[config.mk]
export PLATFORM = sky130hd
export DESIGN_NAME = pll_freq_ctrl
export DESIGN_NICKNAME = d
export VERILOG_FILES = /design/src/rtl/pll_freq_ctrl_pkg.sv /design/src/rtl/pll_freq_ctrl_sync_edge_det.sv /design/src/rtl/pll_freq_ctrl.sv
export SDC_FILE = /design/constraint.sdc
export NUM_CORES = 1
export LEC_CHECK = 0
export ABC_AREA = 1
export CORE_ASPECT_RATIO = 0.6
export CORE_MARGIN = 1.5
export CORE_UTILIZATION = 60
export DETAILED_ROUTE_END_ITERATION = 10
export PLACE_DENSITY = 0.88
export SLEW_MARGIN = 10
export SYNTH_ARGS = -nofsm -noshare
export SYNTH_HDL_FRONTEND = slang
export SYNTH_SLANG_ARGS = --single-unit
[constraint.sdc]
create_clock -name clk_i -period 4.6 [get_ports clk_i]
set_input_delay 0.69 -clock clk_i [delete_from_list [all_inputs] [get_ports clk_i]]
set_output_delay 0.69 -clock clk_i [all_outputs]
set_load 0.05 [all_outputs]
[src/rtl/pll_freq_ctrl_pkg.sv]
// Shared types and helpers for the PLL frequency-control loop.
// Holds the loop FSM state encoding and the pulse-length helper.
`timescale 1ns/1ps
package pll_freq_ctrl_pkg;

    typedef enum logic [2:0] {
        IDLE,
        MEASURE,
        EVAL,
        PULSE,
        SETTLE
    } state_e;

    // Width of the error argument accepted by abs_sat (CNT_W up to 32).
    localparam int unsigned ABS_W = 33;

    // |err| >> shift, clamped to the range [1, max_len].
    function automatic logic [31:0] abs_sat(
        input logic signed [ABS_W-1:0] err,
        input int unsigned             shift,
        input logic [31:0]             max_len
    );
        logic [ABS_W-1:0] mag;
        logic [ABS_W-1:0] shd;
        mag = err[ABS_W-1] ? ABS_W'(-err) : ABS_W'(err);
        shd = mag >> shift;
        if (shd == '0) begin
            shd = ABS_W'(1);
        end
        if (shd > {1'b0, max_len}) begin
            shd = {1'b0, max_len};
        end
        return shd[31:0];
    endfunction

endpackage

[src/rtl/pll_freq_ctrl_sync_edge_det.sv]
// Two-flop synchronizer with a rising-edge detector.
// Gives a one-cycle strobe in the clk_i domain per async rising edge.
`timescale 1ns/1ps
module sync_edge_det (
    input  logic clk_i,
    input  logic arst_i,
    input  logic async_i,
    output logic edge_o
);

    logic meta_q;
    logic sync_q;
    logic prev_q;

    // Synchronize the async input and keep one cycle of history.
    always_ff @(posedge clk_i or posedge arst_i) begin
        if (arst_i) begin
            meta_q <= 1'b0;
            sync_q <= 1'b0;
            prev_q <= 1'b0;
        end else begin
            meta_q <= async_i;
            sync_q <= meta_q;
            prev_q <= sync_q;
        end
    end

    assign edge_o = sync_q & ~prev_q;

endmodule

[src/rtl/pll_freq_ctrl.sv]
// Frequency-control loop stage driving the behavioural VCO.
// Counts feedback edges per window and emits proportional incr/decr pulses.
`timescale 1ns/1ps
module pll_freq_ctrl
    import pll_freq_ctrl_pkg::*;
#(
    parameter int unsigned CNT_W        = 16,
    parameter int unsigned WIN_W        = 16,
    parameter int unsigned TOL          = 2,
    parameter int unsigned LOCK_WINDOWS = 4,
    parameter int unsigned GAIN_SHIFT   = 0,
    parameter int unsigned MAX_PULSE    = 255,
    parameter int unsigned SETTLE_CYC   = 16
) (
    input  logic                    clk_i,
    input  logic                    arst_i,
    input  logic                    en_i,
    input  logic                    fb_clk_i,
    input  logic [CNT_W-1:0]        target_i,
    input  logic [WIN_W-1:0]        window_i,
    output logic                    freq_incr_o,
    output logic                    freq_decr_o,
    output logic                    stable_cfg_o,
    output logic                    meas_valid_o,
    output logic signed [CNT_W:0]   err_o
);

    localparam int unsigned LOCK_W =
        (LOCK_WINDOWS > 0) ? $clog2(LOCK_WINDOWS + 1) : 1;
    localparam int unsigned PLEN_W =
        (MAX_PULSE > 0) ? $clog2(MAX_PULSE + 1) : 1;
    localparam int unsigned SET_W =
        (SETTLE_CYC > 0) ? $clog2(SETTLE_CYC + 1) : 1;

    state_e                 state_q;
    logic [CNT_W-1:0]       tgt_q;
    logic [WIN_W-1:0]       win_q;
    logic [WIN_W-1:0]       win_cnt_q;
    logic [CNT_W-1:0]       fb_cnt_q;
    logic [LOCK_W-1:0]      lock_cnt_q;
    logic [PLEN_W-1:0]      pulse_cnt_q;
    logic [SET_W-1:0]       settle_cnt_q;
    logic                   stable_q;
    logic                   incr_q;
    logic                   decr_q;
    logic                   valid_q;
    logic signed [CNT_W:0]  err_q;

    logic                   fb_edge;
    logic [WIN_W-1:0]       win_sel;
    logic                   win_last;
    logic                   pulse_last;
    logic                   settle_last;
    logic signed [CNT_W:0]  err_d;
    logic [CNT_W:0]         mag_d;
    logic                   in_tol_d;
    logic [31:0]            plen_full;
    logic [PLEN_W-1:0]      plen_d;

    sync_edge_det u_fb_sync (
        .clk_i   (clk_i),
        .arst_i  (arst_i),
        .async_i (fb_clk_i),
        .edge_o  (fb_edge)
    );

    assign win_sel     = (window_i == '0) ? WIN_W'(1) : window_i;
    assign win_last    = (win_cnt_q == (win_q - WIN_W'(1)));
    assign pulse_last  = (pulse_cnt_q <= PLEN_W'(1));
    assign settle_last = (settle_cnt_q <= SET_W'(1));

    assign err_d    = $signed({1'b0, tgt_q}) - $signed({1'b0, fb_cnt_q});
    assign mag_d    = err_d[CNT_W] ? $unsigned(-err_d) : $unsigned(err_d);
    assign in_tol_d = (mag_d <= (CNT_W + 1)'(TOL));

    assign plen_full = abs_sat(ABS_W'(err_d), GAIN_SHIFT, 32'(MAX_PULSE));
    assign plen_d    = PLEN_W'(plen_full);

    // Loop FSM: measure, evaluate, pulse, settle, with registered outputs.
    always_ff @(posedge clk_i or posedge arst_i) begin
        if (arst_i) begin
            state_q      <= IDLE;
            tgt_q        <= '0;
            win_q        <= '0;
            win_cnt_q    <= '0;
            fb_cnt_q     <= '0;
            lock_cnt_q   <= '0;
            pulse_cnt_q  <= '0;
            settle_cnt_q <= '0;
            stable_q     <= 1'b0;
            incr_q       <= 1'b0;
            decr_q       <= 1'b0;
            valid_q      <= 1'b0;
            err_q        <= '0;
        end else begin
            valid_q <= 1'b0;
            if (!en_i) begin
                state_q    <= IDLE;
                lock_cnt_q <= '0;
                stable_q   <= 1'b0;
                incr_q     <= 1'b0;
                decr_q     <= 1'b0;
            end else begin
                unique case (state_q)
                    IDLE: begin
                        state_q   <= MEASURE;
                        tgt_q     <= target_i;
                        win_q     <= win_sel;
                        win_cnt_q <= '0;
                        fb_cnt_q  <= '0;
                    end
                    MEASURE: begin
                        if (fb_edge && !(&fb_cnt_q)) begin
                            fb_cnt_q <= fb_cnt_q + CNT_W'(1);
                        end
                        win_cnt_q <= win_cnt_q + WIN_W'(1);
                        if (win_last) begin
                            state_q <= EVAL;
                        end
                    end
                    EVAL: begin
                        err_q   <= err_d;
                        valid_q <= 1'b1;
                        if (in_tol_d) begin
                            if (lock_cnt_q < LOCK_W'(LOCK_WINDOWS)) begin
                                lock_cnt_q <= lock_cnt_q + LOCK_W'(1);
                            end
                            if (lock_cnt_q >= LOCK_W'(LOCK_WINDOWS - 1)) begin
                                stable_q <= 1'b1;
                            end
                            state_q   <= MEASURE;
                            tgt_q     <= target_i;
                            win_q     <= win_sel;
                            win_cnt_q <= '0;
                            fb_cnt_q  <= '0;
                        end else begin
                            lock_cnt_q  <= '0;
                            stable_q    <= 1'b0;
                            incr_q      <= ~err_d[CNT_W];
                            decr_q      <= err_d[CNT_W];
                            pulse_cnt_q <= plen_d;
                            state_q     <= PULSE;
                        end
                    end
                    PULSE: begin
                        if (pulse_last) begin
                            incr_q       <= 1'b0;
                            decr_q       <= 1'b0;
                            settle_cnt_q <= SET_W'(SETTLE_CYC);
                            state_q      <= SETTLE;
                        end else begin
                            pulse_cnt_q <= pulse_cnt_q - PLEN_W'(1);
                        end
                    end
                    SETTLE: begin
                        if (settle_last) begin
                            state_q   <= MEASURE;
                            tgt_q     <= target_i;
                            win_q     <= win_sel;
                            win_cnt_q <= '0;
                            fb_cnt_q  <= '0;
                        end else begin
                            settle_cnt_q <= settle_cnt_q - SET_W'(1);
                        end
                    end
                    default: begin
                        state_q <= IDLE;
                    end
                endcase
            end
        end
    end

    // Dropping en_i silences the VCO controls in the same cycle.
    assign freq_incr_o  = incr_q & en_i;
    assign freq_decr_o  = decr_q & en_i;
    assign stable_cfg_o = stable_q;
    assign meas_valid_o = valid_q;
    assign err_o        = err_q;

endmodule

==> metrics.md <==
| Metric | Value |
|---|---|
| Status | `finished clean` |
| Total nets after synthesis | `approximately 1200` |
| Vias in the first global route | `around 6800` |
| Die height | `89.83 microns` |
| Drt drc | `0` |
| Ys Warns | `0` |
| Gr ovfl total | `0` |
| Mapped cell area | `0.007538 sq mm` |
| CP Cell Sequence | `ha_1, inv_1, fa_1, nand3_1, nand2_1, nand2_1, nand2_2, nand3_2, nand2_2, inv_2, nand2_1, xnor2_1, nand3_1, nor2_1, nand4_4, nand2_4, nand3_4, inv_2, nand2_1, o21ai_0` |
| Pin count of the biggest net entering global routing | `between 50 and 60` |
| Count of unique library cells instantiated by Yosys | `41` |
| R2r startpoint | `fb_cnt_q[0]$_DFFE_PP0P_` |
| Critical path depth | `20` |
| Vias per Instance | `around 5.6` |
| Top cells by area, synth | `dfrtp_1 (36%), nand2_1 (19%), inv_1 (6.7%), xor2_1 (5.9%), nor2_1 (5.7%)` |
| WL final | `just under 20 mm` |
| Clock Path Buffers | `2` |
| Slew @ Worst Pin | `1057 ps` |
| CP top delay family | `simple AND/OR/NAND/NOR gates` |
| Area Growth Syn to Fin | `12.76%` |
| Maximum fanout along the worst path | `39` |
| Max Cap Viol | `0` |
| Power per cell area | `around 730 mW/mm^2` |
| Multi-input logic area | `0.004192 sq mm` |
| Synth top area share | `~36%` |
| Layout Nets | `between 1000 and 1500` |
| Per-cell routed wire length | `14.95 microns` |
| Via count | `between 7000 and 8000` |
| Port bufs | `56` |
| Peak supply drop | `between 0.3 and 0.4 mV` |
| WP buf/inv | `3` |
| Clock slew at reported path FFs | `about 80 ps` |
| First-pass GRT wire length | `between 30 and 40 mm` |
| H-tree depth | `3` |
| Layout fillers | `1023` |
| Most common cell on crit path | `nand2_1` |
| Crit. End Element | `flip-flop` |
| Total track usage | `31.26%` |
| Width of the die | `147.7 microns` |
| Setup Viol. Count Final | `0` |
| Starting density of the core | `62.09%` |
| Worst hold path class | `reg -> reg` |
| CP startpoint | `fb_cnt_q[0]$_DFFE_PP0P_` |
| Site row count | `31` |
| TNS Setup | `0 ps` |
| Placed cell area | `between 0.008 and 0.009 sq mm` |
| Antenna-violating nets left | `0` |
| Cts bufs inserted | `9` |
| Die ar. | `between 0.01 and 0.015 sq mm` |
| CP arrival | `4420 ps` |
| Sink Count | `107` |
| Synth cell count leaders | `nand2_1 (373), inv_1 (135), nor2_1 (114)` |
| RSZ-0062 raised after global routing | `no` |
| Fmax | `~0.24 GHz` |
| Clock root buffer | `clkbuf_16` |
| Worst R2R Setup Slack | `450 ps` |
| Area leader, netlist | `dfrtp_1` |
| TritonCTS clock tree | `yes` |
| Clock insertion delay at the later pin of the skew report | `~360 ps` |
| Rel. slew slack | `approximately 29%` |
| WP data required | `between 4000 and 5000 ps` |
| CP max stage cell | `inv_2` |
| Synth Register Bits | `about 110` |
| Final Skew | `around 11 ps` |
| Type of the worst setup path | `reg -> reg` |
| DR pass1 iterations | `8` |
| Post-detail-place hpwl | `14.66 mm` |
| Reg2Reg Depth | `20` |
| Worst path max stage delay | `530 ps` |
| Core area | `about 0.012 sq mm` |
| Most frequent cell after synthesis | `nand2_1` |
| Routability congestion estimate | `about 0.97` |
| Register Area | `0.002678 sq mm` |
| Async S/R FF share, synth | `between 90% and 100%` |
| Hold-fix buffers at CTS | `0` |
| Period utilisation layout | `90.19%` |
| Cts repair resizes | `0` |
| Diode count | `0` |
| R2R Path End | `win_q[1]$_DFFE_PP0P_` |
| Critical Path Sink | `win_q[1]$_DFFE_PP0P_` |
| Leakage power | `about 4.3 nW` |
| Gate count after technology mapping | `around 1100` |
| Top FF cell, synth | `dfrtp_1` |
| Final Hold Vio Count | `0` |
| Iter 0 DRT Violations | `slightly above 1000` |
| Top Ports | `57` |
| Critical path startpoint category | `flip-flop` |
| Mapped Avg Cell Area | `between 6 and 7 sq um` |
| Fin area | `approximately 0.0085 sq mm` |
| Fraction of layout cells with a size suffix above 1 | `4.408%` |
| Hold WS | `roughly 360 ps` |
| Initial antenna violation count | `0` |
| Tmin final | `~4100 ps` |
| EDFF count, synth | `0` |
| Max Slew Vio Count | `0` |
| Post-CTS setup buffer count | `0` |
| Layout Utilization | `between 70% and 80%` |
| Seq/Total Area, Yosys | `a little over a third` |
==> power by group <==
part / switching (mW) / internal (mW)
Sequential: 0.251 / 1.24
Combinational: 2.77 / 1.18
Clock: 0.380 / 0.391
Total: 3.40 / 2.81
==> flip-flops by register name, summed over array words and instances, names as in the netlist, 3 cells and up <==
| register | cells |
|---|---|
| err_o | 17 |
| fb_cnt_q | 16 |
| lock_cnt_q | 3 |
| pulse_cnt_q | 8 |
| settle_cnt_q | 5 |
| state_q | 3 |
| tgt_q | 16 |
| win_cnt_q | 16 |
| win_q | 16 |
==> through the flow <==
step           std cells  setup WS, ps  power, mW
6_report            1322         451.3      6.210
5_1_grt             1322         116.2      6.707
4_1_cts             1322         571.9      6.094
3_5_place_dp        1306         608.7      5.271
3_3_place_gp        1306         771.4      5.159
2_1_floorplan       1101          1093      4.355
==> routing by layer <==
| layer | track usage [%] | wire length, microns | share of wire [%] |
|---|---|---|---|
| met3 | 6.701 | 2070 | 10 |
| met1 | 49.00 | 9313 | 47 |
| met4 | 6.250 | 232 | 1.2 |
| met2 | 43.93 | 8150 | 41 |
| met5 | 0 | 0 | 0 |
==> logic make-up (layout without fill, tap and decap cells) <==
kind of cell / Yosys count / after routing / share of synthesized area (%)
and+or+nand+nor: 648 / 648 / 36.96
buffers and inverters: 164 / 220 / 8.880
DFF: 107 / 107 / 35.52
AOI/OAI and AO/OA: 93 / 93 / 6.705
xor gates and xnor gates: 59 / 59 / 6.855
adders and majority gates: 30 / 30 / 5.079
==> cell usage in the layout (no fill, tap or decap), drive strengths merged <==
cell type and n:
a41oi 1, nand3 72, clkdlybuf4s50 56, a21boi 2, nor3b 1, xnor2 8
inv 144, o31ai 1, o211ai 1, clkinvlp 1, nor2 123, nor3 20
clkinv 3, and2 2, o311ai 1, buf 5, clkbuf 11, ha 29
xor2 51, a22oi 1, o22ai 2, fa 1, o21ai 64, nand3b 5
nand2 379, nor4 13, a21oi 18, nand4 33, dfrtp 107, a31oi 2
==> layout make-up <==
type / count / share of cell area, %
repair buffers: 61 / 7.036
clock inverters: 5 / 0.5299
multi-input cells: 830 / 49.31
inverters: 143 / 6.344
well taps: 165 / 2.429
flip-flops and latches: 107 / 31.50
clock buffers: 11 / 2.855
==> worst min-delay path by stage <==
stage	startpoint	to	cells after the start	slack, ps
finish	u_fb_sync.meta_q$_DFF_PP0_	u_fb_sync.sync_q$_DFF_PP0_	0	360
global route	u_fb_sync.meta_q$_DFF_PP0_	u_fb_sync.sync_q$_DFF_PP0_	0	370
detailed placement	u_fb_sync.meta_q$_DFF_PP0_	u_fb_sync.sync_q$_DFF_PP0_	0	340
global placement	u_fb_sync.meta_q$_DFF_PP0_	u_fb_sync.sync_q$_DFF_PP0_	0	340
CTS	u_fb_sync.meta_q$_DFF_PP0_	u_fb_sync.sync_q$_DFF_PP0_	0	360
floorplan	u_fb_sync.meta_q$_DFF_PP0_	u_fb_sync.sync_q$_DFF_PP0_	0	330
Power figures use the tool's default switching activity.
